File: src/rtl/d_lsu_pkg.sv
// Shared types for the load/store control stage: op sizes, fault causes and FSM states.
package d_lsu_pkg;

    typedef enum logic [1:0] {
        SZ_BYTE = 2'b00,
        SZ_HALF = 2'b01,
        SZ_WORD = 2'b10,
        SZ_RSVD = 2'b11
    } size_e;

    typedef enum logic [1:0] {
        FAULT_NONE     = 2'b00,
        FAULT_MISALIGN = 2'b01,
        FAULT_TIMEOUT  = 2'b10,
        FAULT_RSVD     = 2'b11
    } fault_cause_e;

    typedef enum logic [1:0] {
        ST_IDLE = 2'b00,
        ST_REQ  = 2'b01,
        ST_CAPT = 2'b10
    } state_e;

endpackage

File: src/rtl/d_lsu_align_chk.sv
// Combinational alignment and size legality check for an incoming memory op.
module d_lsu_align_chk
    import d_lsu_pkg::*;
(
    input  logic [1:0] addr_lo,
    input  logic [1:0] size,
    output logic       misaligned,
    output logic       reserved
);

    always_comb begin
        misaligned = 1'b0;
        reserved   = 1'b0;
        case (size)
            SZ_BYTE: misaligned = 1'b0;
            SZ_HALF: misaligned = addr_lo[0];
            SZ_WORD: misaligned = |addr_lo;
            SZ_RSVD: reserved   = 1'b1;
            default: ;
        endcase
    end

endmodule

File: src/rtl/d_lsu_ctrl.sv
// Load/store control stage: validates ops from execute, drives the d-cache request
// and returns load data / store completion / faults as single-cycle pulses.
//
// state   | meaning
// --------+-----------------------------------------------------------
// ST_IDLE | ready for a new op; illegal ops fault without leaving IDLE
// ST_REQ  | cache request held stable until busy drops or watchdog fires
// ST_CAPT | load data registered from cache, wb pulse follows in IDLE
module d_lsu_ctrl
    import d_lsu_pkg::*;
#(
    parameter int ADDR_W       = 32,
    parameter int DATA_W       = 32,
    parameter int BUSY_TIMEOUT = 64
) (
    input  logic              clk,
    input  logic              reset_n,
    input  logic              ex_valid_i,
    output logic              ex_ready_o,
    input  logic [ADDR_W-1:0] ex_addr_i,
    input  logic              ex_wr_i,
    input  logic [1:0]        ex_byte_en_i,
    input  logic              ex_zero_extnd_i,
    input  logic [DATA_W-1:0] ex_wr_data_i,
    input  logic [4:0]        ex_rd_i,
    output logic              data_req_o,
    output logic [ADDR_W-1:0] data_addr_o,
    output logic [1:0]        data_byte_en_o,
    output logic              data_wr_o,
    output logic [DATA_W-1:0] data_wr_data_o,
    output logic              data_zero_extnd_o,
    input  logic              d_cache_busy_i,
    input  logic [DATA_W-1:0] data_rd_data_i,
    output logic              wb_valid_o,
    output logic [DATA_W-1:0] wb_data_o,
    output logic [4:0]        wb_rd_o,
    output logic              st_done_o,
    output logic              fault_o,
    output logic [1:0]        fault_cause_o,
    output logic              stall_o
);

    localparam int CNT_W = $clog2(BUSY_TIMEOUT + 1);

    state_e       state_q, state_d;
    logic [CNT_W-1:0] busy_cnt_q;
    logic [4:0]   rd_q;
    logic         misaligned, reserved;
    logic         accept, timeout;
    logic         st_done_d, fault_d, wb_valid_d;
    fault_cause_e cause_d;

    d_lsu_align_chk u_align_chk (
        .addr_lo    (ex_addr_i[1:0]),
        .size       (ex_byte_en_i),
        .misaligned (misaligned),
        .reserved   (reserved)
    );

    assign timeout = (state_q == ST_REQ) && d_cache_busy_i
                     && (busy_cnt_q == CNT_W'(BUSY_TIMEOUT - 1));

    always_ff @(posedge clk or negedge reset_n) begin
        if (!reset_n) state_q <= ST_IDLE;
        else          state_q <= state_d;
    end

    always_comb begin
        state_d = state_q;
        case (state_q)
            ST_IDLE: if (ex_valid_i && !reserved && !misaligned) state_d = ST_REQ;
            ST_REQ: begin
                if (d_cache_busy_i) begin
                    if (timeout) state_d = ST_IDLE;
                end else if (data_wr_o) begin
                    state_d = ST_IDLE;
                end else begin
                    state_d = ST_CAPT;
                end
            end
            ST_CAPT: state_d = ST_IDLE;
            default: state_d = ST_IDLE;
        endcase
    end

    always_comb begin
        ex_ready_o = (state_q == ST_IDLE);
        stall_o    = (state_q != ST_IDLE);
        accept     = ex_ready_o && ex_valid_i && !reserved && !misaligned;
        st_done_d  = (state_q == ST_REQ) && !d_cache_busy_i && data_wr_o;
        wb_valid_d = (state_q == ST_CAPT);
        fault_d    = (ex_ready_o && ex_valid_i && (reserved || misaligned)) || timeout;
        cause_d    = FAULT_NONE;
        if (timeout)       cause_d = FAULT_TIMEOUT;
        else if (!fault_d) cause_d = FAULT_NONE;
        else if (reserved) cause_d = FAULT_RSVD;
        else               cause_d = FAULT_MISALIGN;
    end

    // Registered outputs; the data_* fields stay put for the whole REQ phase.
    always_ff @(posedge clk or negedge reset_n) begin
        if (!reset_n) begin
            data_req_o        <= 1'b0;
            data_addr_o       <= '0;
            data_byte_en_o    <= '0;
            data_wr_o         <= 1'b0;
            data_wr_data_o    <= '0;
            data_zero_extnd_o <= 1'b0;
            rd_q              <= '0;
            busy_cnt_q        <= '0;
            wb_valid_o        <= 1'b0;
            wb_data_o         <= '0;
            wb_rd_o           <= '0;
            st_done_o         <= 1'b0;
            fault_o           <= 1'b0;
            fault_cause_o     <= FAULT_NONE;
        end else begin
            data_req_o    <= (state_d == ST_REQ);
            wb_valid_o    <= wb_valid_d;
            st_done_o     <= st_done_d;
            fault_o       <= fault_d;
            fault_cause_o <= cause_d;
            if (accept) begin
                data_addr_o       <= ex_addr_i;
                data_byte_en_o    <= ex_byte_en_i;
                data_wr_o         <= ex_wr_i;
                data_wr_data_o    <= ex_wr_data_i;
                data_zero_extnd_o <= ex_zero_extnd_i;
                rd_q              <= ex_rd_i;
                busy_cnt_q        <= '0;
            end else if ((state_q == ST_REQ) && d_cache_busy_i) begin
                busy_cnt_q <= busy_cnt_q + 1'b1;
            end
            if (state_q == ST_CAPT) begin
                wb_data_o <= data_rd_data_i;
                wb_rd_o   <= rd_q;
            end
        end
    end

endmodule
File: config.mk
export PLATFORM = sky130hd
export DESIGN_NAME = d_lsu_ctrl
export DESIGN_NICKNAME = d
export VERILOG_FILES = /design/src/rtl/d_lsu_pkg.sv /design/src/rtl/d_lsu_align_chk.sv /design/src/rtl/d_lsu_ctrl.sv
export SDC_FILE = /design/constraint.sdc
export NUM_CORES = 1
export LEC_CHECK = 0
export BUFFER_PORTS_ARGS = -buffer_cell sky130_fd_sc_hd__buf_2
export CORE_ASPECT_RATIO = 1.4
export CORE_MARGIN = 5
export CORE_UTILIZATION = 43
export DETAILED_ROUTE_END_ITERATION = 8
export GPL_ROUTABILITY_DRIVEN = 0
export PLACE_DENSITY = 0.74
export SKIP_CTS_REPAIR_TIMING = 1
export SYNTH_ARGS = -nofsm -noshare
export SYNTH_HDL_FRONTEND = slang
export SYNTH_SLANG_ARGS = --single-unit
File: constraint.sdc
create_clock -name clk -period 7 [get_ports clk]
set_clock_uncertainty 0.1 [all_clocks]
set_input_delay 0.35 -clock clk [delete_from_list [all_inputs] [get_ports clk]]
set_output_delay 0.35 -clock clk [all_outputs]
set_load 0.01 [all_outputs]
==> run_results.csv, run 1 <==
group,metric,value,unit
global_route,grt_pass1_wl,17500,um
clock_tree,htree_levels,4,
finish,drive_above_1_share,67.0,%
logic_synthesis,synth_largest_area_cell,"dfrtp_1",
floorplan,io_pins,222,
power_and_ir_drop,clockPowerShare,31.0,%
critical_path,criticalPathCategory,"reg -> reg",
power_and_ir_drop,combPwrFrac,29.2,%
placed_design,numPortBuffers,221,
hold_path,hold_depth,2,
clock_tree,ctsRootBufferMaster,"clkbuf_16",
route,ant_nets,0,
clock_tree,clock_sinks,125,
logic_synthesis,synth_commonest_cells,"dfrtp_1, mux2_2, buf_6",
critical_path,critical_path.slowest_cell,"buf_4",
finish,fin_nets,640,
logic_synthesis,ys_ff_latch,125,
finish,insertedDiodeCount,0,
logic_synthesis,synthFlopType,"dfrtp_1",
finish,fillerInstances,869,
critical_path,r2r_start,"state_q[0]",
clock_tree,clk_latency,0.40,ns
critical_path,startpoint,"state_q[0]",
clock_tree,clockBufferDepth,2,
floorplan,coreArea,10900,um2
placed_design,dp_cells,648,
critical_path,cp_top_family,"buffers and inverters",
timing,finalHoldViolations,0,
run,drv_cap,0,
route,drc,0,
timing,relSlewSlack,29.9,%
critical_path,slowest_delay,0.80,ns
global_route,busiest_layer,"met2",
global_route,grt_pass1_vias,3637,
timing,fin_tns_setup,0,ns
logic_synthesis,yosysWarnings,0,
logic_synthesis,synth_cells,296,
finish,final-instance-count-excl-fill,681,
critical_path,crit_fanout,77,
logic_synthesis,syn_area,4810,um2
global_route,grt_start_max_net_pins,78,
finish,register_area,3130,um2
timing,setup_viol,0,
logic_synthesis,synth_edf_count,0,
route,vias,3267,
timing,tightest_slew,1.05,ns
finish,multi_input_area,1570,um2
power_and_ir_drop,power.density,440,nW/um2
logic_synthesis,syn_nets,409,
global_route,grt_antenna_before_repair,0,
placed_design,placed_area,6020,um2
finish,area_growth,38.2,%
critical_path,cp-start-kind,"flop",
logic_synthesis,synth.most_common_cell,"dfrtp_1",
global_route,globalRouteMet1Util,18.2,%
critical_path,cp_cell_sequence,"or3b_4 -> a2111oi_4 -> buf_4 -> mux2_2",
timing,period_share,41.8,%
logic_synthesis,ys_top_cells_by_area,"dfrtp_1, mux2_2, buf_6, mux2_1, ha_1",
placed_design,dpl_worst_slack,3.93,ns
critical_path,end_kind,"flop",
logic_synthesis,async_flop_share,100,%
clock_tree,cts_tree,"yes",
power_and_ir_drop,ir_worst_vdd,0.219,mV
floorplan,die_h,135,um
floorplan,die_w,99.4,um
critical_path,crit_buf_inv,1,
global_route,grtUsageMet3,6.03,%
logic_synthesis,avgSynthCellArea,16.3,um2
global_route,grt_usage,16.6,%
clock_tree,cts_buffers,17,
timing,fmax,0.342,GHz
floorplan,start_util,44.1,%
placed_design,post-dp-hpwl,8130,um
floorplan,rows,45,
hold_path,hold_path_end,"data_addr_o[7]",
global_route,grt_overflow,0,
route,drtPass1Iterations,3,
power_and_ir_drop,switching_share,29.7,%
global_route,gr-usage-met2,28.0,%
route,viasPerCell,4.80,
critical_path,critPathRequiredTime,7.18,ns
logic_synthesis,synth_cell_types,31,
route,drt_iter0_drc,50,
hold_path,hold_path_startpoint,"ex_addr_i[7]",
power_and_ir_drop,p_sw,868,uW
power_and_ir_drop,leakage,3.26,nW
critical_path,r2r_slack,4.08,ns
power_and_ir_drop,intPower,2.06,mW
timing,final_max_slew_viol_count,0,
route,wl_per_cell,16.0,um
route,postRouteWirelength,10900,um
clock_tree,cts.clk_slew.worst_paths,0.05,ns
outcome,status,"finished, final reports clean",
floorplan,die-area,13400,um2
power_and_ir_drop,seqPwrFrac,39.8,%
timing,rsz0062_at_grt,"false",
timing,timing.hold.ws,0.0706,ns
critical_path,worstRegToRegCells,4,
critical_path,arrival,3.11,ns
critical_path,r2r_end,"data_wr_data_o[8]",
timing,period_minus_slack,2.92,ns
hold_path,min_path_type,"in -> reg",
timing,fin_ws,4.08,ns
logic_synthesis,synth_top_area_share,65.0,%
finish,stdcell_area,6650,um2
logic_synthesis,ys_seq_area_share,65.0,%
-- sequential cells by signal, summed over array words and instances, names as in the netlist, 2 cells and up --
name / count
busy_cnt_q: 7
data_addr_o: 32
wb_rd_o: 5
fault_cause_o: 2
state_q: 2
wb_data_o: 32
data_byte_en_o: 2
data_wr_data_o: 32
rd_q: 5
-- worst max-delay path by stage --
stage	to	slack, ns	cells past startpoint
after CTS	data_wr_data_o[16]	4.06	4
after global routing	data_wr_data_o[8]	3.94	4
after detailed placement	data_wr_data_o[16]	3.93	7
after floorplan	data_addr_o[8]	4.68	6
final	data_wr_data_o[8]	4.08	4
after global placement	data_addr_o[20]	4.02	7
-- power by group through the flow --
stage | Sequential (mW) | Combinational [mW] | Clock, mW
finish | 1.16 | 0.855 | 0.907
global route | 1.20 | 0.927 | 0.961
detailed placement | 1.18 | 0.875 | 0
global placement | 1.16 | 0.848 | 0
CTS | 1.17 | 0.875 | 0.929
floorplan | 1.30 | 0.340 | 0
-- cells in the final DEF, fill, tap and decap left out, types with 2 or more instances in the layout --
master      instances
o31ai_1             2
nor2_1              5
clkinv_2            2
xor2_1              2
clkinvlp_4          2
bufinv_16           3
nor3_1              2
clkbuf_16          17
inv_6               3
dfrtp_1           125
mux2_1              7
ha_1                4
or4_1               2
nand2_1             2
buf_4               3
mux2_2            103
clkbuf_8            3
a21oi_1             4
inv_1               4
o21bai_1            2
or3_1               2
o21ai_0             4
buf_2             220
clkinv_4            2
-- logic make-up (layout without fill, tap and decap cells) --
logic type	Yosys count	in the layout	share of synthesized area (%)
and+or+nand+nor	24	24	2.99
adders and majority gates	4	4	1.04
xor gates and xnor gates	2	2	0.364
DFF	125	125	65.0
muxes	111	111	25.9
buffers and inverters	16	260	2.50
AOI/OAI and AO/OA	14	14	2.18
-- metrics by stage --
step | util, % | power [mW]
4_1_cts | 60.8 | 2.97
3_3_place_gp | 55.1 | 2.01
3_5_place_dp | 55.1 | 2.05
5_1_grt | 60.9 | 3.09
2_1_floorplan | - | 1.64
6_report | 60.9 | 2.93
-- cell type report --
class / instances / share of cell area (%)
Sequential cell: 125 / 47.0
Multi-Input combinational cell: 155 / 23.6
Timing Repair Buffer: 224 / 17.0
Clock buffer: 20 / 7.02
Tap cell: 141 / 2.65
Clock inverter: 12 / 2.39
Inverter: 4 / 0.226
-- metal layers --
metal | wire (um) | part of all wire [%]
met2 | 5730 | 53
met5 | 0 | 0
met3 | 1020 | 9.4
met4 | 243 | 2.2
met1 | 3910 | 36
No activity file was read; power rests on OpenSTA's default activity.
==> run 2: changes to the inputs <==
Settings changed: CORE_UTILIZATION 43 to 42, PLACE_DENSITY 0.74 to 0.76.
Clock period 7 ns to 2.5 ns, I/O delays scaled along.
==> run 2 against run 1 <==
Against the previous run: die area rose by 2.2%; combinational power grew to 3.0 times the previous value; cell area increased by 18%; sequential power rose to 2.8 times the previous value; largest power group unchanged; critical path depth increased by 4; non-clock buffer count rose by 109; sequential cell count is the same; critical endpoint is now data_wr_data_o[18]; worst setup slack got worse by 3.9 ns; first-iteration DRC count grew 6.0%; clock power increased to 3.1 times the previous value; register-to-register slack got worse by 3.8 ns; utilization up 8.6 points.
==> run_results.csv, run 2 (same netlist as run 1, synthesis figures left out) <==
group,metric,value,unit
outcome,status,"finished, final reports clean",
timing,finalHoldViolations,0,
critical_path,worstRegToRegCells,4,
clock_tree,htree_levels,4,
clock_tree,cts.clk_slew.worst_paths,0.06,ns
finish,final_cell_mix,"buf_2, dfrtp_1, dlygate4sd3_1, mux2_2, clkbuf_16",
placed_design,dp_cells,654,
timing,fin_tns_setup,0,ns
global_route,grt_usage,16.3,%
power_and_ir_drop,combPwrFrac,29.9,%
route,drt_iter0_drc,53,
critical_path,cp_cell_sequence,"dlygate4sd3_1 -> buf_2 -> inv_1 -> ha_1 -> and3b_1 -> a2111oi_4 -> buf_12 -> mux2_2",
power_and_ir_drop,switching_share,29.2,%
route,wl_per_cell,16.7,um
floorplan,die_w,100,um
critical_path,arrival,2.53,ns
placed_design,placed_area,6080,um2
clock_tree,clk_latency,0.40,ns
power_and_ir_drop,p_sw,2.54,mW
floorplan,coreArea,11300,um2
critical_path,cp-start-kind,"input pin",
route,vias,3717,
timing,period_share,94.2,%
finish,stdcell_area,7840,um2
finish,register_area,3130,um2
finish,final-instance-count-excl-fill,793,
finish,reg_top3,"data_addr_o (32), data_wr_data_o (32), wb_data_o (32)",
finish,finish.utilization,69.5,%
floorplan,start_util,42.7,%
clock_tree,cts_buffers,17,
global_route,grt_antenna_before_repair,0,
floorplan,rows,46,
power_and_ir_drop,intPower,6.17,mW
timing,period_minus_slack,2.35,ns
route,viasPerCell,4.69,
floorplan,io_pins,222,
route,postRouteWirelength,13300,um
finish,fin_nets,749,
clock_tree,cts_tree,"yes",
global_route,grt_start_max_net_pins,77,
route,drc,0,
hold_path,min_path_type,"in -> async",
critical_path,critical_path.slowest_cell,"dlygate4sd3_1",
power_and_ir_drop,clockPowerShare,32.4,%
global_route,grt_pass1_vias,3618,
power_and_ir_drop,ir_worst_vdd,0.752,mV
floorplan,die-area,13700,um2
route,drtPass1Iterations,4,
floorplan,die_h,137,um
timing,fmax,0.425,GHz
timing,setup_viol,0,
timing,relSlewSlack,66.7,%
power_and_ir_drop,total_power,8.71,mW
global_route,grt_overflow,0,
finish,fillerInstances,768,
power_and_ir_drop,leakage,3.76,nW
global_route,grt_pass1_wl,17400,um
critical_path,criticalPathCategory,"in -> reg",
critical_path,slowest_delay,0.52,ns
finish,drive_above_1_share,56.2,%
power_and_ir_drop,seqPwrFrac,37.7,%
clock_tree,clock_sinks,125,
finish,final_common_cell,"buf_2",
critical_path,critPathRequiredTime,2.68,ns
clock_tree,clockBufferDepth,2,
placed_design,numPortBuffers,221,
critical_path,crit_fanout,42,
timing,final_max_slew_viol_count,0,
finish,multi_input_area,1570,um2
finish,area_growth,62.9,%
critical_path,r2r_slack,0.25,ns
timing,rsz0062_at_grt,"false",
placed_design,post-dp-hpwl,8330,um
critical_path,end_kind,"flop",
power_and_ir_drop,power.density,1110,nW/um2
finish,insertedDiodeCount,0,
clock_tree,ctsRootBufferMaster,"clkbuf_16",
route,ant_nets,0,
timing,tightest_slew,0.499,ns
run,drv_cap,0,
[run 2: critical path: cells and delay by family]
| kind | cells | cell delay [ns] |
|---|---|---|
| buf+inv | 4 | 1.00 |
| compound gates | 1 | 0.49 |
| mux | 1 | 0.38 |
| fa+ha+maj | 1 | 0.29 |
| simple gates | 1 | 0.22 |
[run 2: power by group through the flow]
| stage | clock network (mW) | registers (mW) | logic [mW] |
|---|---|---|---|
| 2_1_floorplan | 0 | 3.64 | 0.952 |
| 3_3_place_gp | 0 | 3.23 | 2.40 |
| 3_5_place_dp | 0 | 3.28 | 2.48 |
| 4_1_cts | 2.89 | 3.27 | 2.49 |
| 5_1_grt | 2.97 | 3.39 | 2.83 |
| 6_report | 2.82 | 3.28 | 2.60 |
[run 2: final timing paths]
| path | start | to |
|---|---|---|
| max in group asynchronous | reset_n | data_addr_o[28] |
| worst max-delay path | ex_byte_en_i[0] | data_wr_data_o[18] |
| worst min register to register | data_wr_data_o[22] | data_wr_data_o[22] |
| min in group clk | ex_valid_i | fault_cause_o[0] |
| worst max register to register | state_q[0] | data_wr_data_o[18] |
| worst min-delay path | reset_n | data_req_o |
[run 2: per-stage QoR]
| step | setup WS (ns) | hold WS (ns) |
|---|---|---|
| finish | 0.146 | 0.0255 |
| CTS | 0.256 | -0.557 |
| floorplan | 0.255 | -0.271 |
| global route | 0.103 | 0.0301 |
| detailed placement | 0.266 | -0.126 |
| global placement | 0.336 | -0.126 |
[run 2: layout make-up]
type,count,share of cell area [%]
clock buffers,19,5.78
clock inverters,13,3.00
inverters,4,0.192
multi-input cells,155,20.1
flip-flops and latches,125,39.9
well taps,144,2.30
repair buffers,333,28.8
[run 2: layer usage]
| metal | up-vias | GRT usage [%] | wire length [um] |
|---|---|---|---|
| li1 | 1725 | - | - |
| met5 | - | 0 | 0 |
| met3 | 18 | 5.92 | 948 |
| met2 | 150 | 29.3 | 7450 |
| met4 | 0 | 6.07 | 232 |
| met1 | 1824 | 17.2 | 4630 |
